### config.mk
export PLATFORM = sky130hd
export DESIGN_NAME = laser_host
export DESIGN_NICKNAME = d
export VERILOG_FILES = /design/src/rtl/laser_pkg.sv /design/src/rtl/laser_cover_chk.sv /design/src/rtl/laser_host.sv
export SDC_FILE = /design/constraint.sdc
export NUM_CORES = 1
export LEC_CHECK = 0
export BUFFER_PORTS_ARGS = -buffer_cell sky130_fd_sc_hd__buf_2
export CORE_AREA = 2 2 217 219
export DETAILED_ROUTE_END_ITERATION = 10
export DIE_AREA = 0 0 219 221
export HOLD_SLACK_MARGIN = 0.05
export SLEW_MARGIN = 15
export SYNTH_ARGS = -nofsm -noshare
export SYNTH_HDL_FRONTEND = slang
export SYNTH_SLANG_ARGS = --single-unit
### constraint.sdc
create_clock -name CLK -period 22.2 [get_ports CLK]
set_input_delay 2.22 -clock CLK [delete_from_list [all_inputs] [get_ports CLK]]
set_output_delay 2.22 -clock CLK [all_outputs]
set_load 0.02 [all_outputs]
### src/rtl/laser_pkg.sv
// Shared constants, FSM states, point type and squared-distance helper for the laser host.
package laser_pkg;

   localparam int N_PTS = 40;
   localparam int R2    = 16;
   localparam int CW    = 4;
   localparam int IW    = 6;

   typedef enum logic [2:0] {IDLE, ERST, STREAM, WAIT, SCORE, REPORT} state_t;

   typedef struct packed {
      logic [CW-1:0] x;
      logic [CW-1:0] y;
   } point_t;

   // Full-precision squared distance: 5-bit signed deltas, 8-bit squares, 9-bit sum.
   function automatic logic [8:0] dist2(input point_t a, input point_t b);
      logic [4:0] dx, dy;
      logic [3:0] ax, ay;
      logic [7:0] sx, sy;
      dx = {1'b0, a.x} - {1'b0, b.x};
      dy = {1'b0, a.y} - {1'b0, b.y};
      ax = dx[4] ? 4'(-dx) : dx[3:0];
      ay = dy[4] ? 4'(-dy) : dy[3:0];
      sx = 8'(ax) * 8'(ax);
      sy = 8'(ay) * 8'(ay);
      return {1'b0, sx} + {1'b0, sy};
   endfunction

endpackage

### src/rtl/laser_cover_chk.sv
// Combinational coverage test: hit when the point lies within radius 4 of either centre.
// Zero latency; no flow control.
module laser_cover_chk
   import laser_pkg::*;
(
   input  logic [7:0] pt_i,
   input  logic [7:0] c1_i,
   input  logic [7:0] c2_i,
   output logic       hit_o
);

   point_t pt, c1, c2;

   assign pt = pt_i;
   assign c1 = c1_i;
   assign c2 = c2_i;

   assign hit_o = (dist2(pt, c1) <= 9'(R2)) || (dist2(pt, c2) <= 9'(R2));

endmodule

### src/rtl/laser_host.sv
// Host driver for the laser engine: holds the point set, resets and feeds the engine, captures and scores centres.
// One run = RST_CYC + N_PTS+1 + wait + N_PTS cycles; START and LD_EN are ignored while BUSY.
module laser_host
   import laser_pkg::*;
#(
   parameter int RST_CYC = 2,
   parameter int WD_W    = 20
)(
   input  logic       CLK,
   input  logic       RST_N,
   input  logic       LD_EN,
   input  logic [5:0] LD_ADDR,
   input  logic [3:0] LD_X,
   input  logic [3:0] LD_Y,
   input  logic       START,
   output logic       ENG_RST,
   output logic [3:0] X,
   output logic [3:0] Y,
   input  logic       DONE,
   input  logic [3:0] C1X,
   input  logic [3:0] C1Y,
   input  logic [3:0] C2X,
   input  logic [3:0] C2Y,
   output logic       BUSY,
   output logic       RES_VALID,
   output logic [5:0] HIT_CNT,
   output logic [3:0] RC1X,
   output logic [3:0] RC1Y,
   output logic [3:0] RC2X,
   output logic [3:0] RC2Y,
   output logic       TIMEOUT
);

   localparam logic [IW-1:0]   END_S    = IW'(N_PTS);
   localparam logic [IW-1:0]   LAST_IDX = IW'(N_PTS - 1);
   localparam logic [IW-1:0]   RST_LAST = IW'(RST_CYC - 1);
   localparam logic [WD_W-1:0] WD_ONES  = '1;

   state_t          state_q, state_d;
   logic [IW-1:0]   cnt_q, cnt_d;
   logic [WD_W-1:0] wd_q, wd_d;
   logic            eng_rst_q, eng_rst_d;
   logic            to_q, to_d;
   logic [IW-1:0]   hit_q, hit_d;
   point_t          xy_q, xy_d;
   point_t          rc1_q, rc1_d;
   point_t          rc2_q, rc2_d;

   point_t          mem [N_PTS];
   point_t          rd_pt;
   logic            busy;
   logic            hit;

   assign busy  = state_q inside {ERST, STREAM, WAIT, SCORE};
   assign rd_pt = mem[(cnt_q < END_S) ? cnt_q : '0];

   // Point buffer deliberately has no reset so a mid-run abort keeps the loaded frame.
   always_ff @(posedge CLK) begin
      if (LD_EN && !busy && (LD_ADDR < END_S)) begin
         mem[LD_ADDR] <= {LD_X, LD_Y};
      end
   end

   laser_cover_chk u_cover (
      .pt_i  (rd_pt),
      .c1_i  (rc1_q),
      .c2_i  (rc2_q),
      .hit_o (hit)
   );

   always_comb begin
      state_d = state_q;
      cnt_d   = cnt_q;
      wd_d    = wd_q;
      to_d    = to_q;
      hit_d   = hit_q;
      xy_d    = xy_q;
      rc1_d   = rc1_q;
      rc2_d   = rc2_q;
      case (state_q)
         IDLE, REPORT: begin
            if (START) begin
               state_d = ERST;
               cnt_d   = '0;
               to_d    = 1'b0;
               hit_d   = '0;
            end
         end
         ERST: begin
            if (cnt_q == RST_LAST) begin
               state_d = STREAM;
               cnt_d   = '0;
               xy_d    = mem[0];
            end else begin
               cnt_d = cnt_q + 1'b1;
            end
         end
         STREAM: begin
            // Output lags the index by one so point k is stable during stream cycle k+1.
            if (cnt_q == END_S) begin
               state_d = WAIT;
               wd_d    = '0;
            end else begin
               xy_d  = rd_pt;
               cnt_d = cnt_q + 1'b1;
            end
         end
         WAIT: begin
            if (DONE) begin
               state_d = SCORE;
               cnt_d   = '0;
               rc1_d   = {C1X, C1Y};
               rc2_d   = {C2X, C2Y};
            end else if ((wd_q + 1'b1) == WD_ONES) begin
               state_d = REPORT;
               to_d    = 1'b1;
            end else begin
               wd_d = wd_q + 1'b1;
            end
         end
         SCORE: begin
            hit_d = hit_q + IW'(hit);
            if (cnt_q == LAST_IDX) begin
               state_d = REPORT;
            end else begin
               cnt_d = cnt_q + 1'b1;
            end
         end
         default: state_d = IDLE;
      endcase
      eng_rst_d = !(state_d inside {STREAM, WAIT, SCORE});
   end

   always_ff @(posedge CLK or negedge RST_N) begin
      if (!RST_N) begin
         state_q   <= IDLE;
         cnt_q     <= '0;
         wd_q      <= '0;
         eng_rst_q <= 1'b1;
         to_q      <= 1'b0;
         hit_q     <= '0;
         xy_q      <= '0;
         rc1_q     <= '0;
         rc2_q     <= '0;
      end else begin
         state_q   <= state_d;
         cnt_q     <= cnt_d;
         wd_q      <= wd_d;
         eng_rst_q <= eng_rst_d;
         to_q      <= to_d;
         hit_q     <= hit_d;
         xy_q      <= xy_d;
         rc1_q     <= rc1_d;
         rc2_q     <= rc2_d;
      end
   end

   assign ENG_RST   = eng_rst_q;
   assign X         = xy_q.x;
   assign Y         = xy_q.y;
   assign BUSY      = busy;
   assign RES_VALID = (state_q == REPORT);
   assign HIT_CNT   = hit_q;
   assign RC1X      = rc1_q.x;
   assign RC1Y      = rc1_q.y;
   assign RC2X      = rc2_q.x;
   assign RC2Y      = rc2_q.y;
   assign TIMEOUT   = to_q;

endmodule
# ---- Yosys cells after proc, flatten, opt, wreduce, memory -nomap -nowiden
# Memories as Yosys holds them, arrays and structs flattened.
# Index checks and enable logic that the tools add are counted.
# W data, S select, Z words.
dict set report totals {
  reg_bits 61
  mem_bits_rw 320
  inputBits 35
  word_cells 107
  mem_count 1
}
dict set report op_classes {
  addsub 13
  mul 4
  order_cmp 4
  eq_ne 21
  n_mux 32
  reduce_logical 20
}
# name depth word_bits read_ports rd_clocked_by_memory_dff wr line
set mem_list {}
lappend mem_list {mem 40 8 2 0 1 laser_host.sv:49} ;# point_t mem [N_PTS];
# operator count
set op_table {}
lappend op_table {{$mux W20} 3}
lappend op_table {{$pmux W20 S2} 1}
lappend op_table {{$mux W6} 6}
lappend op_table {{$mul A4 B4 Y8} 4}
lappend op_table {{$pmux W6 S5} 1}
lappend op_table {{$add A20 B1 Y20 const B} 1}
lappend op_table {{$eq A20 B20 Y1 const B} 1}
lappend op_table {{$sub A4 B4 Y5} 4}
lappend op_table {{$add A8 B8 Y9} 2}
lappend op_table {{$le A9 B5 Y1 const B} 2}
lappend op_table {{$mux W3} 6}
lappend op_table {{$mux W4} 4}
lappend op_table {{$mux W8} 2}
lappend op_table {{$neg A4 Y4} 4}
lappend op_table {{$pmux W8 S2} 1}
lappend op_table {{$pmux W3 S5} 1}
lappend op_table {{$eq A3 B2 Y1 const B} 4}
lappend op_table {{$eq A6 B6 Y1 const B} 2}
lappend op_table {{$lt A6 B6 Y1 const B} 2}
lappend op_table {{$ne A2 B2 Y1 const B} 6}
lappend op_table {{$pmux W6 S2} 1}
lappend op_table {{$eq A3 B3 Y1 const B} 3}
lappend op_table {{$reduce_and A4 Y1} 2}
lappend op_table {{$reduce_bool A2 Y1} 4}
lappend op_table {{18 further kinds} 27}

# ---- Logic depth before layout (Yosys ltp)
# An unclocked memory read counts as a cell.
dict set report depth {
  depth_word 12
  mapped_depth 39
  mapped_depth_nobuf 36
}

# ---- Cells and area by module
# A second synthesis with hierarchy kept.
dict set report hier_totals {
  hier_cells 1499
  hier_area_um2 18744.2
}
# mod instances cells_each area_each_um2 seq_area_each_um2
set by_module_without_submodules {}
lappend by_module_without_submodules {laser_host 1 1228 16423.3 11136.9}
lappend by_module_without_submodules {laser_cover_chk 1 271 2321.0 0.0}

# ---- Worst setup path after synthesis
# OpenSTA, ideal clock, no wires.
dict set report synth_timing {
  path_kind {register to register}
  from {reg cnt_q[3]}
  to {reg hit_q[5], in the netlist HIT_CNT[5]}
  setup_ns 0.133
  arrival_ns 7.618
  required_time_ns 22.067
  path_slack_ns 14.450
  stages_incl_launch_ff 33
  n_path_buf 1
  path_cell_list {dfrtp_1 -> o21a_1 -> buf_2 -> nor2_1 -> mux2_2 -> o21ai_0 -> o22ai_1 -> a2111oi_0 -> ha_1 -> inv_1 -> fa_1 -> a21o_1 -> a21o_1 -> a31oi_1 -> xnor2_1 -> or2_2 -> inv_1 -> fa_1 -> inv_1 -> fa_1 -> inv_1 -> fa_1 -> fa_1 -> ha_1 -> inv_1 -> fa_1 -> a31oi_1 -> o41ai_1 -> ha_1 -> and3_1 -> a31oi_1 -> o21ai_0 -> o21ai_0}
}
dict set report synth_between {
  elab_chain_cells 12
}
# element line
set synth_lines {}
lappend synth_lines {{from (decl)} laser_host.sv:40} ;# logic [IW-1:0] cnt_q, cnt_d;
lappend synth_lines {{from (signal assigned)} laser_host.sv:147} ;# cnt_q <= cnt_d;
lappend synth_lines {{$lt A6 B6 Y1} laser_host.sv:55} ;# assign rd_pt = mem[(cnt_q < END_S) ? cnt_q : '0];
lappend synth_lines {{$mux W6 *} laser_host.sv:55}
lappend synth_lines {{$mem_v2 Z40 W8 *} --}
lappend synth_lines {{$sub A4 B4 Y5, on equally long branches} {laser_pkg.sv:21, laser_pkg.sv:22}}
lappend synth_lines {{$neg A4 Y4, on equally long branches} {laser_pkg.sv:23, laser_pkg.sv:24}}
lappend synth_lines {{$mux W4, on equally long branches} {laser_pkg.sv:23, laser_pkg.sv:24}}
lappend synth_lines {{$mul A4 B4 Y8, on equally long branches} {laser_pkg.sv:25, laser_pkg.sv:26}}
lappend synth_lines {{$add A8 B8 Y9} laser_pkg.sv:27} ;# return {1'b0, sx} + {1'b0, sy};
lappend synth_lines {{$le A9 B5 Y1} laser_cover_chk.sv:18} ;# assign hit_o = (dist2(pt, c1) <= 9'(R2)) || (dist2(pt, c2) <= 9'(R2));
lappend synth_lines {{$logic_or A1 B1 Y1 *} laser_cover_chk.sv:18}
lappend synth_lines {{$add A6 B1 Y6 *} laser_host.sv:122} ;# hit_d = hit_q + IW'(hit);
lappend synth_lines {{$pmux W6 S2 *} laser_host.sv:80} ;# case (state_q)
lappend synth_lines {{to (signal assigned)} laser_host.sv:151} ;# hit_q <= hit_d;
lappend synth_lines {{to (decl)} laser_host.sv:44} ;# logic [IW-1:0] hit_q, hit_d;
# Mark *: on every way between the ends. The rest lies on a longest branch, timed or not.
# A chain may end at the register's enable or synchronous reset.

# ---- Final worst setup path
dict set report layout_timing {
  from {reg cnt_q[0]}
  to {reg hit_q[3], in the netlist HIT_CNT[3]}
}
# The elaborated chain is that of the path after synthesis.

==> results.sh <==
export IMPL_tns_ns=0
export IMPL_pin_count=69
export IMPL_final_hold_violation_count=0
export IMPL_clock_sinks=381
export IMPL_syn_nets=1572
export IMPL_grt_max_degree=62
export IMPL_viasPerCell=5.63
export IMPL_leakage_nw=8.04
export IMPL_design_area_sq_mm=0.0208
export IMPL_critical_path_startpoint_type="register"
export IMPL_final_cell_count_no_fill=2132
export IMPL_max_stage_delay_ns=0.98
export IMPL_r2r_start="cnt_q[0]$_DFFE_PN0P_"
export IMPL_whs_path_depth=1
export IMPL_hold_slack_ns=0.487
export IMPL_rsz0062_at_grt="false"
export IMPL_synth_top_cell_by_area="edfxtp_1"
export IMPL_min_period_over_period=0.432
export IMPL_synthToLayoutAreaGrowth_pct=11.5
export IMPL_place_hpwl_microns=29600
export IMPL_antenna_left=0
export IMPL_place_gp_congestion=0.860
export IMPL_skew_ns=0.0328
export IMPL_dieWidth_microns=219
export IMPL_slew_headroom=0.280
export IMPL_synth_top_area_share=0.515
export IMPL_drv_cap=0
export IMPL_clkTransAtPathRegs_ns=0.06
export IMPL_synthArstFlopShare=0.160
export IMPL_status="completed"
export IMPL_cp_end_kind="register"
export IMPL_fin_crit_ns=9.60
export IMPL_cts_root_buf="clkbuf_16"
export IMPL_ctsHoldBuffers=0
export IMPL_slew_viol_final=0
export IMPL_fmax_ghz=0.104
export IMPL_drc=0
export IMPL_path_class="reg -> reg"
export IMPL_irDropWorstVdd_mv=0.0542
export IMPL_wl_microns=45700
export IMPL_place_inst=2059
export IMPL_worstPathArrival_ns=10.01
export IMPL_die_area_sq_mm=0.0484
export IMPL_powerDensity_mw_per_mm2=70.2
export IMPL_whs_endpoint="HIT_CNT[5]$_DFFE_PN0P_"
export IMPL_grt_pass1_wl_microns=69600
export IMPL_yosysSeqAreaShare=0.597
export IMPL_worst_r2r_cell_count=31
export IMPL_start_util=0.405
export IMPL_min_path_type="reg -> reg"
export IMPL_synth_cell_types=79
export IMPL_required_ns=22.61
export IMPL_diodes=0
export IMPL_postCtsResizedCells=0
export IMPL_numCtsBuffers=40
export IMPL_synth_edf_count=320
export IMPL_ys_seq_elements=381
export IMPL_drive_gt1_frac=0.140
export IMPL_rows=79
export IMPL_core_sq_mm=0.0461
export IMPL_antenna_found_initial=0
export IMPL_rrSetupSlack_ns=12.60
export IMPL_final_common_cell="edfxtp_1"
export IMPL_crit_path_frequent_cell="fa_1"
export IMPL_r2r_end="HIT_CNT[3]$_DFFE_PN0P_"
export IMPL_track_usage=0.188
export IMPL_numPortBuffers=68
export IMPL_finish_net_count=1616
export IMPL_overflow=0
export IMPL_worstMarginPinSlew_ns=1.08
export IMPL_slowest_stage="a2111oi_1"
export IMPL_htree_levels=2
export IMPL_die_height_microns=221
export IMPL_syn_area_per_cell_sq_um=12.9
export IMPL_yosys_most_used_dff="edfxtp_1"
export IMPL_placed_cell_area_sq_mm=0.0195
export IMPL_insertion_delay_ns=0.57
export IMPL_first_pass_iters=5
export IMPL_total_power_mw=1.46
export IMPL_post_cts_buffers=0
export IMPL_hold_start="HIT_CNT[5]$_DFFE_PN0P_"
export IMPL_syn_area_sq_mm=0.0186
export IMPL_cts_buffer_depth=3
export IMPL_worstPathMaxFanout=51
export IMPL_syn_inst=1450
export IMPL_first_iter_violations=1136
export IMPL_final_cell_mix="edfxtp_1, nor2_1, inv_1"
export IMPL_routedWlPerCell_microns=21.5
export IMPL_vias=11999
export IMPL_tritoncts="done"
export IMPL_ys_top_cells_by_area="edfxtp_1, dfrtp_1, ha_1"
export IMPL_grt_pass1_vias=11709
export IMPL_yosysWarningCount=0
export IMPL_setup_viol=0
[sequential cells by signal, summed over array words and instances (netlist names)]
register / flops
wd_q: 20
ENG_RST: 1
mem: 320
cnt_q: 6
X: 4
TIMEOUT: 1
HIT_CNT: 6
RC1Y: 4
Y: 4
RC1X: 4
state_q: 3
RC2Y: 4
RC2X: 4
[worst max-delay path: cells and delay by family, from the launching register on]
kind | cells | cell delay (ns)
compound gates | 9 | 2.35
xor+xnor | 1 | 0.20
buf+inv | 6 | 0.98
fa+ha+maj | 9 | 3.63
flops | 1 | 0.87
simple gates | 6 | 1.41
[per-layer routing]
metal | global-route usage | up-vias | part of all wire
met4 | 0.0506 | 0 | 0.023
met2 | 0.300 | 398 | 0.47
met1 | 0.262 | 5970 | 0.44
met3 | 0.0352 | 77 | 0.073
li1 | - | 5554 | -
met5 | 0 | - | 0
[power breakdown]
| part | leakage [nW] | internal [mW] | total [mW] | switching (mW) |
|---|---|---|---|---|
| clock network | 0.625 | 0.381 | 0.666 | 0.285 |
| registers | 3.66 | 0.776 | 0.776 | 0 |
| logic | 3.76 | 0.00270 | 0.0182 | 0.0155 |
| total | 8.04 | 1.16 | 1.46 | 0.300 |
[worst max-delay path by stage]
stage / start / end / cells past startpoint
floorplan: cnt_q[3]$_DFFE_PN0P_ / HIT_CNT[5]$_DFFE_PN0P_ / 32
global placement: cnt_q[0]$_DFFE_PN0P_ / HIT_CNT[4]$_DFFE_PN0P_ / 31
detailed placement: cnt_q[0]$_DFFE_PN0P_ / HIT_CNT[5]$_DFFE_PN0P_ / 31
CTS: cnt_q[0]$_DFFE_PN0P_ / HIT_CNT[5]$_DFFE_PN0P_ / 31
global route: cnt_q[0]$_DFFE_PN0P_ / HIT_CNT[5]$_DFFE_PN0P_ / 35
finish: cnt_q[0]$_DFFE_PN0P_ / HIT_CNT[3]$_DFFE_PN0P_ / 31
[kinds of logic after synthesis]
group,after synthesis,share of synthesized area
compound gates,280,0.104
xor+xnor,25,0.0117
fa+ha+maj,87,0.0688
buf+inv,171,0.0381
flops,381,0.597
mux,116,0.0769
simple gates,390,0.104
[stage by stage]
step            util  setup WS [ns]
2_1_floorplan      -          14.45
3_3_place_gp   0.423          12.77
3_5_place_dp   0.423          12.46
4_1_cts        0.451          12.40
5_1_grt        0.451          11.81
6_report       0.451          12.60
[synthesized netlist by cell type (27+ instances only)]
cell type  number
a21oi_1        57
a31oi_1        27
and3_1         29
buf_2          31
clkbuf_1       35
dfrtp_1        60
edfxtp_1      320
ha_1           61
inv_1          88
mux2_2         28
mux2i_1        69
nand2_1        78
nor2_1        129
o21ai_0        44
[area by class of cell]
cell class,instances,area [sq um]
inverters,90,338
clock inverters,21,210
well taps,607,759
multi-input cells,898,6810
fillers,4200,25300
repair buffers,83,453
flip-flops and latches,381,11100
clock buffers,52,1080
No activity file was read; power rests on OpenSTA's default activity.
